===== config.mk =====
export PLATFORM = sky130hd
export DESIGN_NAME = regf_wb_arbiter
export DESIGN_NICKNAME = d
export VERILOG_FILES = /design/src/rtl/regf_pkg.sv /design/src/rtl/regf_scoreboard.sv /design/src/rtl/regf_wb_arbiter.sv
export SDC_FILE = /design/constraint.sdc
export NUM_CORES = 1
export LEC_CHECK = 0
export CAP_MARGIN = 40
export CORE_MARGIN = 4
export CORE_UTILIZATION = 36
export CTS_CLUSTER_DIAMETER = 60
export DETAILED_ROUTE_END_ITERATION = 16
export GPL_ROUTABILITY_DRIVEN = 0
export PLACE_DENSITY_LB_ADDON = 0.12
export SYNTH_ARGS = -nofsm -noshare
export SYNTH_HDL_FRONTEND = slang
export SYNTH_HIERARCHICAL = 1
export SYNTH_SLANG_ARGS = --single-unit

===== constraint.sdc =====
create_clock -name clk -period 3.25 [get_ports clk]
set_clock_uncertainty 0.15 [all_clocks]
set_input_delay 0.4875 -clock clk [delete_from_list [all_inputs] [get_ports clk]]
set_output_delay 0.4875 -clock clk [all_outputs]
set_load 0.02 [all_outputs]

===== src/rtl/regf_pkg.sv =====
// Shared constants and types for the register-file write-port arbiter.
package regf_pkg;

  localparam int NREG   = 32;
  localparam int XLEN   = 32;
  localparam int REG_AW = 5;

  typedef logic [REG_AW-1:0] reg_addr_t;
  typedef logic [XLEN-1:0]   xword_t;

endpackage


===== src/rtl/regf_scoreboard.sv =====
// Busy scoreboard of outstanding MDU destinations and the decode hazard lookup.
module regf_scoreboard
  import regf_pkg::*;
#(
  parameter int NREG = regf_pkg::NREG
) (
  input  logic              clk,
  input  logic              rst,
  input  logic              set_en,
  input  logic [4:0]        set_rd,
  input  logic              clr_en,
  input  logic [4:0]        clr_rd,
  input  logic [4:0]        dec_rs1,
  input  logic [4:0]        dec_rs2,
  input  logic [4:0]        dec_rd,
  input  logic              dec_use_rs1,
  input  logic              dec_use_rs2,
  input  logic              dec_rd_en,
  output logic              hazard,
  output logic [NREG-1:0]   busy
);

  localparam logic [NREG-1:0] X0_MASK = {{(NREG-1){1'b1}}, 1'b0};

  logic [NREG-1:0] busy_q;
  logic [NREG-1:0] set_vec;
  logic [NREG-1:0] clr_vec;
  logic [NREG-1:0] pending;

  always_comb begin
    set_vec = '0;
    clr_vec = '0;
    if (set_en && set_rd != '0) set_vec[set_rd] = 1'b1;
    if (clr_en) clr_vec[clr_rd] = 1'b1;
  end

  // Set is ORed in after the clear so a same-index collision stays busy.
  always_ff @(posedge clk) begin
    if (rst) busy_q <= '0;
    else     busy_q <= ((busy_q & ~clr_vec) | set_vec) & X0_MASK;
  end

  // A register being written back this cycle is forwarded by the register
  // file, so it no longer blocks decode.
  assign pending = busy_q & ~clr_vec;

  assign hazard = (dec_use_rs1 & pending[dec_rs1])
                | (dec_use_rs2 & pending[dec_rs2])
                | (dec_rd_en   & pending[dec_rd]);

  assign busy = busy_q;

endmodule


===== src/rtl/regf_wb_arbiter.sv =====
// Register-file write-port arbiter: pipeline writeback vs. MDU results,
// with anti-starvation stall and an MDU destination scoreboard.
module regf_wb_arbiter
  import regf_pkg::*;
#(
  parameter int NREG       = regf_pkg::NREG,
  parameter int XLEN       = regf_pkg::XLEN,
  parameter int STARVE_MAX = 4
) (
  input  logic             clk,
  input  logic             rst,
  input  logic             pipe_wb_en,
  input  logic [4:0]       pipe_wb_rd,
  input  logic [XLEN-1:0]  pipe_wb_data,
  output logic             pipe_wb_stall,
  input  logic             mdu_issue_valid,
  input  logic [4:0]       mdu_issue_rd,
  input  logic             mdu_res_valid,
  input  logic [4:0]       mdu_res_rd,
  input  logic [XLEN-1:0]  mdu_res_data,
  output logic             mdu_res_ready,
  input  logic [4:0]       dec_rs1,
  input  logic [4:0]       dec_rs2,
  input  logic [4:0]       dec_rd,
  input  logic             dec_use_rs1,
  input  logic             dec_use_rs2,
  input  logic             dec_rd_en,
  output logic             dec_hazard,
  output logic             regf_we,
  output logic [4:0]       regf_rd,
  output logic [XLEN-1:0]  regf_data,
  output logic [NREG-1:0]  busy_mask
);

  localparam logic [3:0] STARVE_LAST = 4'(STARVE_MAX - 1);

  logic            stall_q;
  logic [3:0]      starve_cnt;
  logic            stall_eff;
  logic            pipe_gnt;
  logic            mdu_gnt;
  logic            mdu_blocked;
  logic            hazard_raw;
  logic [NREG-1:0] busy_raw;

  // MDU result channel is valid/ready: a result transfers in any cycle where
  // mdu_res_valid & mdu_res_ready, and the MDU holds it stable until then.
  assign stall_eff   = stall_q & mdu_res_valid;
  assign pipe_gnt    = ~rst & pipe_wb_en & ~stall_eff;
  assign mdu_gnt     = ~rst & mdu_res_valid & ~pipe_gnt;
  assign mdu_blocked = mdu_res_valid & ~mdu_gnt;

  always_ff @(posedge clk) begin
    if (rst) begin
      starve_cnt <= '0;
      stall_q    <= 1'b0;
    end else begin
      starve_cnt <= mdu_blocked ? starve_cnt + 4'd1 : 4'd0;
      stall_q    <= mdu_blocked && (starve_cnt == STARVE_LAST);
    end
  end

  always_comb begin
    regf_rd   = '0;
    regf_data = '0;
    if (pipe_gnt) begin
      regf_rd   = pipe_wb_rd;
      regf_data = pipe_wb_data;
    end else if (mdu_gnt) begin
      regf_rd   = mdu_res_rd;
      regf_data = mdu_res_data;
    end
    regf_we = (pipe_gnt | mdu_gnt) & (regf_rd != '0);
  end

  regf_scoreboard #(.NREG(NREG)) u_scoreboard (
    .clk         (clk),
    .rst         (rst),
    .set_en      (mdu_issue_valid),
    .set_rd      (mdu_issue_rd),
    .clr_en      (mdu_gnt),
    .clr_rd      (mdu_res_rd),
    .dec_rs1     (dec_rs1),
    .dec_rs2     (dec_rs2),
    .dec_rd      (dec_rd),
    .dec_use_rs1 (dec_use_rs1),
    .dec_use_rs2 (dec_use_rs2),
    .dec_rd_en   (dec_rd_en),
    .hazard      (hazard_raw),
    .busy        (busy_raw)
  );

  assign mdu_res_ready = mdu_gnt;
  assign pipe_wb_stall = ~rst & stall_eff;
  assign dec_hazard    = ~rst & hazard_raw;
  assign busy_mask     = rst ? '0 : busy_raw;

endmodule


==> results.cfg, run 1 <==
[run_status]
outcome = complete, but fails checks
violations = negative setup slack

[timing]
period_minus_slack_ns = 3.45
relSlewSlack_pct = 48.1
finalSetupViolations = 1
finalCritPeriodShare_pct = 106
fmax_mhz = 290
finalHoldViolations = 0
fin_tns_setup_ns = -0.203
maxSlewViolCount = 0
rsz0062_at_grt = true
finalWorstSetupSlack_ns = -0.203
tightest_slew_ns = 0.775

[pwr]
vdd_drop_max_mv = 0.200
p_seq_share_pct = 34.7
power.leakage_uw = 0.00211
p_sw_uw = 409
pwr-share-comb_pct = 38.8
clkPwrFrac_pct = 26.5
power.density_nw_per_um2 = 226
swShare_pct = 31.5
power.internal_uw = 889

[layout]
multi_input_area_um2 = 2400
n_antenna_cell = 0
regArea_um2 = 722
stdcell_count = 759
nets = 753
nFillCells = 733
drive_gt1_share_pct = 20.6
areaGrowthSynthToFinish_pct = 80.7

[grt]
grt_pass1_wl_um = 21900
grt_pass1_vias = 4070
grt_max_degree = 74
grt_use_total_pct = 27.0
grt_overflow = 0
grt_antenna_before_repair = 0

[place]
numPortBuffers = 173
dpl.hpwl_um = 11700
dp_slack_ns = -0.988
placedCellCount = 745

[yosys]
synth_area_leaders = dfxtp_1 (23%), a22o_1 (9.1%), nor2b_1 (7.3%)
synth_largest_area_cell = dfxtp_1
syn-cell-area_um2 = 3180
synth_commonest_cells = nand2_1 (45), nor2b_1 (37), dfxtp_1 (36)
ys.flop_type = dfxtp_1
synth_cells = 419
synth_fp_nets = 522
syn_avg_cell_area_um2 = 7.58
synth-seq-cells = 36
ys_seq_area_share_pct = 22.7
synth_edf_count = 0
yosys_warnings = 6
async_reset_ff_share_pct = 0
synth_most_common_cell = nand2_1
synth_cell_types = 58
synth_top_area_share_pct = 22.7

[detailed_routing]
drc = 0
via_per_inst = 5.84
routedWlPerCell_um = 19.7
finalWirelength_um = 15000
firstDrtPassIters = 6
vias = 4430
drt_iter0_drc = 501
detail-route-antenna-nets = 0

[clock_tree]
cts_hold_buf = 0
htree_levels = 2
cts_buffers = 5
cts_buffer_depth = 2
clkLatencyLatePin_ns = 0.29
cts.sinks = 36
path_clk_slew_ns = 0.07
clock-root-buffer = clkbuf_8
cts_tree = built

[floorplan]
die_area_um2 = 10400
die_h_um = 102
ios = 175
start_util_pct = 36.8
fp.dieW_um = 102
rows = 34
core_area_um2 = 8640

[setup_path]
crit_required_ns = 2.61
arrival_ns = 2.82
end_kind = output pin
path_class = flip-flop to output pin
crit_path_start_kind = flip-flop
path_max_fanout = 8

[hold_path]
hold_path_class = flip-flop to flip-flop

[job]
drv_cap = 0
## state kept, by name (all words and copies together), names as in the netlist
name and flops:
u_scoreboard/busy 31, starve_cnt 4, stall_q 1
## critical path, stage by stage, from the launching register on
cell      delay (ns)
dfxtp_2         0.33
nand2b_4        0.11
and3b_2         0.22
or3b_4          0.51
o21ai_4         0.21
mux4_2          0.26
o22a_1          0.14
o21ai_2         0.05
nor4_2          0.27
nand4b_1        0.13
nor2b_4         0.14
buf_6           0.15
## worst paths after layout
path                                               start                               end  slack [ns]  cells past startpoint
worst max-delay path                  stall_q$_SDFF_PP0_                        dec_hazard       -0.20                     11
worst min-delay path            starve_cnt[0]$_SDFF_PP0_          starve_cnt[0]$_SDFF_PP0_        0.30                      1
worst max register to register        stall_q$_SDFF_PP0_  u_scoreboard/busy[24]$_SDFF_PP0_        1.29                      7
worst min register to register  starve_cnt[0]$_SDFF_PP0_          starve_cnt[0]$_SDFF_PP0_        0.30                      1
## logic make-up (layout without fill, tap and decap cells)
group | Yosys count | in the layout | synth area share, %
flip-flops | 36 | 36 | 22.7
other | 1 | 1 | 0.118
AO/OA/AOI/OAI | 145 | 145 | 31.7
adder cells (fa/ha/maj) | 1 | 1 | 0.394
XOR/XNOR | 2 | 2 | 0.551
multiplexers | 21 | 21 | 8.15
buffers and inverters | 37 | 269 | 5.28
AND/OR/NAND/NOR | 176 | 176 | 31.1
## through the flow
| step | hold slack (ns) | utilization (%) | instance area (µm²) | total power (µW) |
|---|---|---|---|---|
| 6_report | 0.300 | 66.5 | 5740 | 1300 |
| 5_1_grt | 0.334 | 66.5 | 5740 | 1340 |
| 4_1_cts | 0.301 | 66.2 | 5720 | 1290 |
| 3_5_place_dp | 0.289 | 63.8 | 5510 | 947 |
| 3_3_place_gp | 0.282 | 63.8 | 5510 | 943 |
| 2_1_floorplan | 0.268 | - | 3200 | 665 |
## area by class of cell
| type | count | share of cell area (%) |
|---|---|---|
| timing repair buffer | 255 | 41.2 |
| clock inverter | 1 | 0.131 |
| multi-input combinational | 346 | 41.8 |
| inverter | 6 | 0.392 |
| tap | 108 | 2.35 |
| clock buffer | 7 | 1.50 |
| sequential | 36 | 12.6 |
## power groups by stage
stage                     Sequential (µW)  Combinational (µW)  Clock (µW)
after floorplan                       459                 206           0
after global placement                460                 483           0
after detailed placement              460                 487           0
after CTS                             450                 494         346
after global routing                  451                 529         364
final                                 450                 503         345
## cells in the final DEF (no fill, tap or decap), drive strengths merged, types with 3 or more instances in the layout
master,instances
nor3,3
dlygate4sd2,5
mux2,6
nor4,3
o21ai,35
a21oi,33
o211ai,13
nor2b,37
a211oi,8
nor3b,10
nand4,3
clkdlybuf4s50,164
or3b,5
clkbuf,7
mux4,3
nand2,45
a22o,33
and3b,5
inv,5
mux2i,12
nand3b,7
dfxtp,36
a31oi,4
nand3,13
nand4b,5
buf,85
nor2,30
a32oi,7
## layer usage
metal / track usage [%] / up-vias / wire length (µm)
met4: 11.2 / 0 / 641
met2: 45.0 / 282 / 7130
met5: 0 / - / 0
li1: - / 2042 / -
met1: 34.1 / 2041 / 5780
met3: 5.39 / 65 / 1430
## timing repair
action	in CTS	in global routing
endpoints found under the setup margin	3	1
resized for setup	39	9
pin swaps	12	7
setup buffers	5	2
Note: power is estimated with default switching activity, not from simulation.
==> inputs of run 2 (changes only) <==
Settings changed: CTS_CLUSTER_DIAMETER 60 to 100.
==> results of run 2 <==
Same layout as run 1: the final DEF is identical, and so are final timing and power.
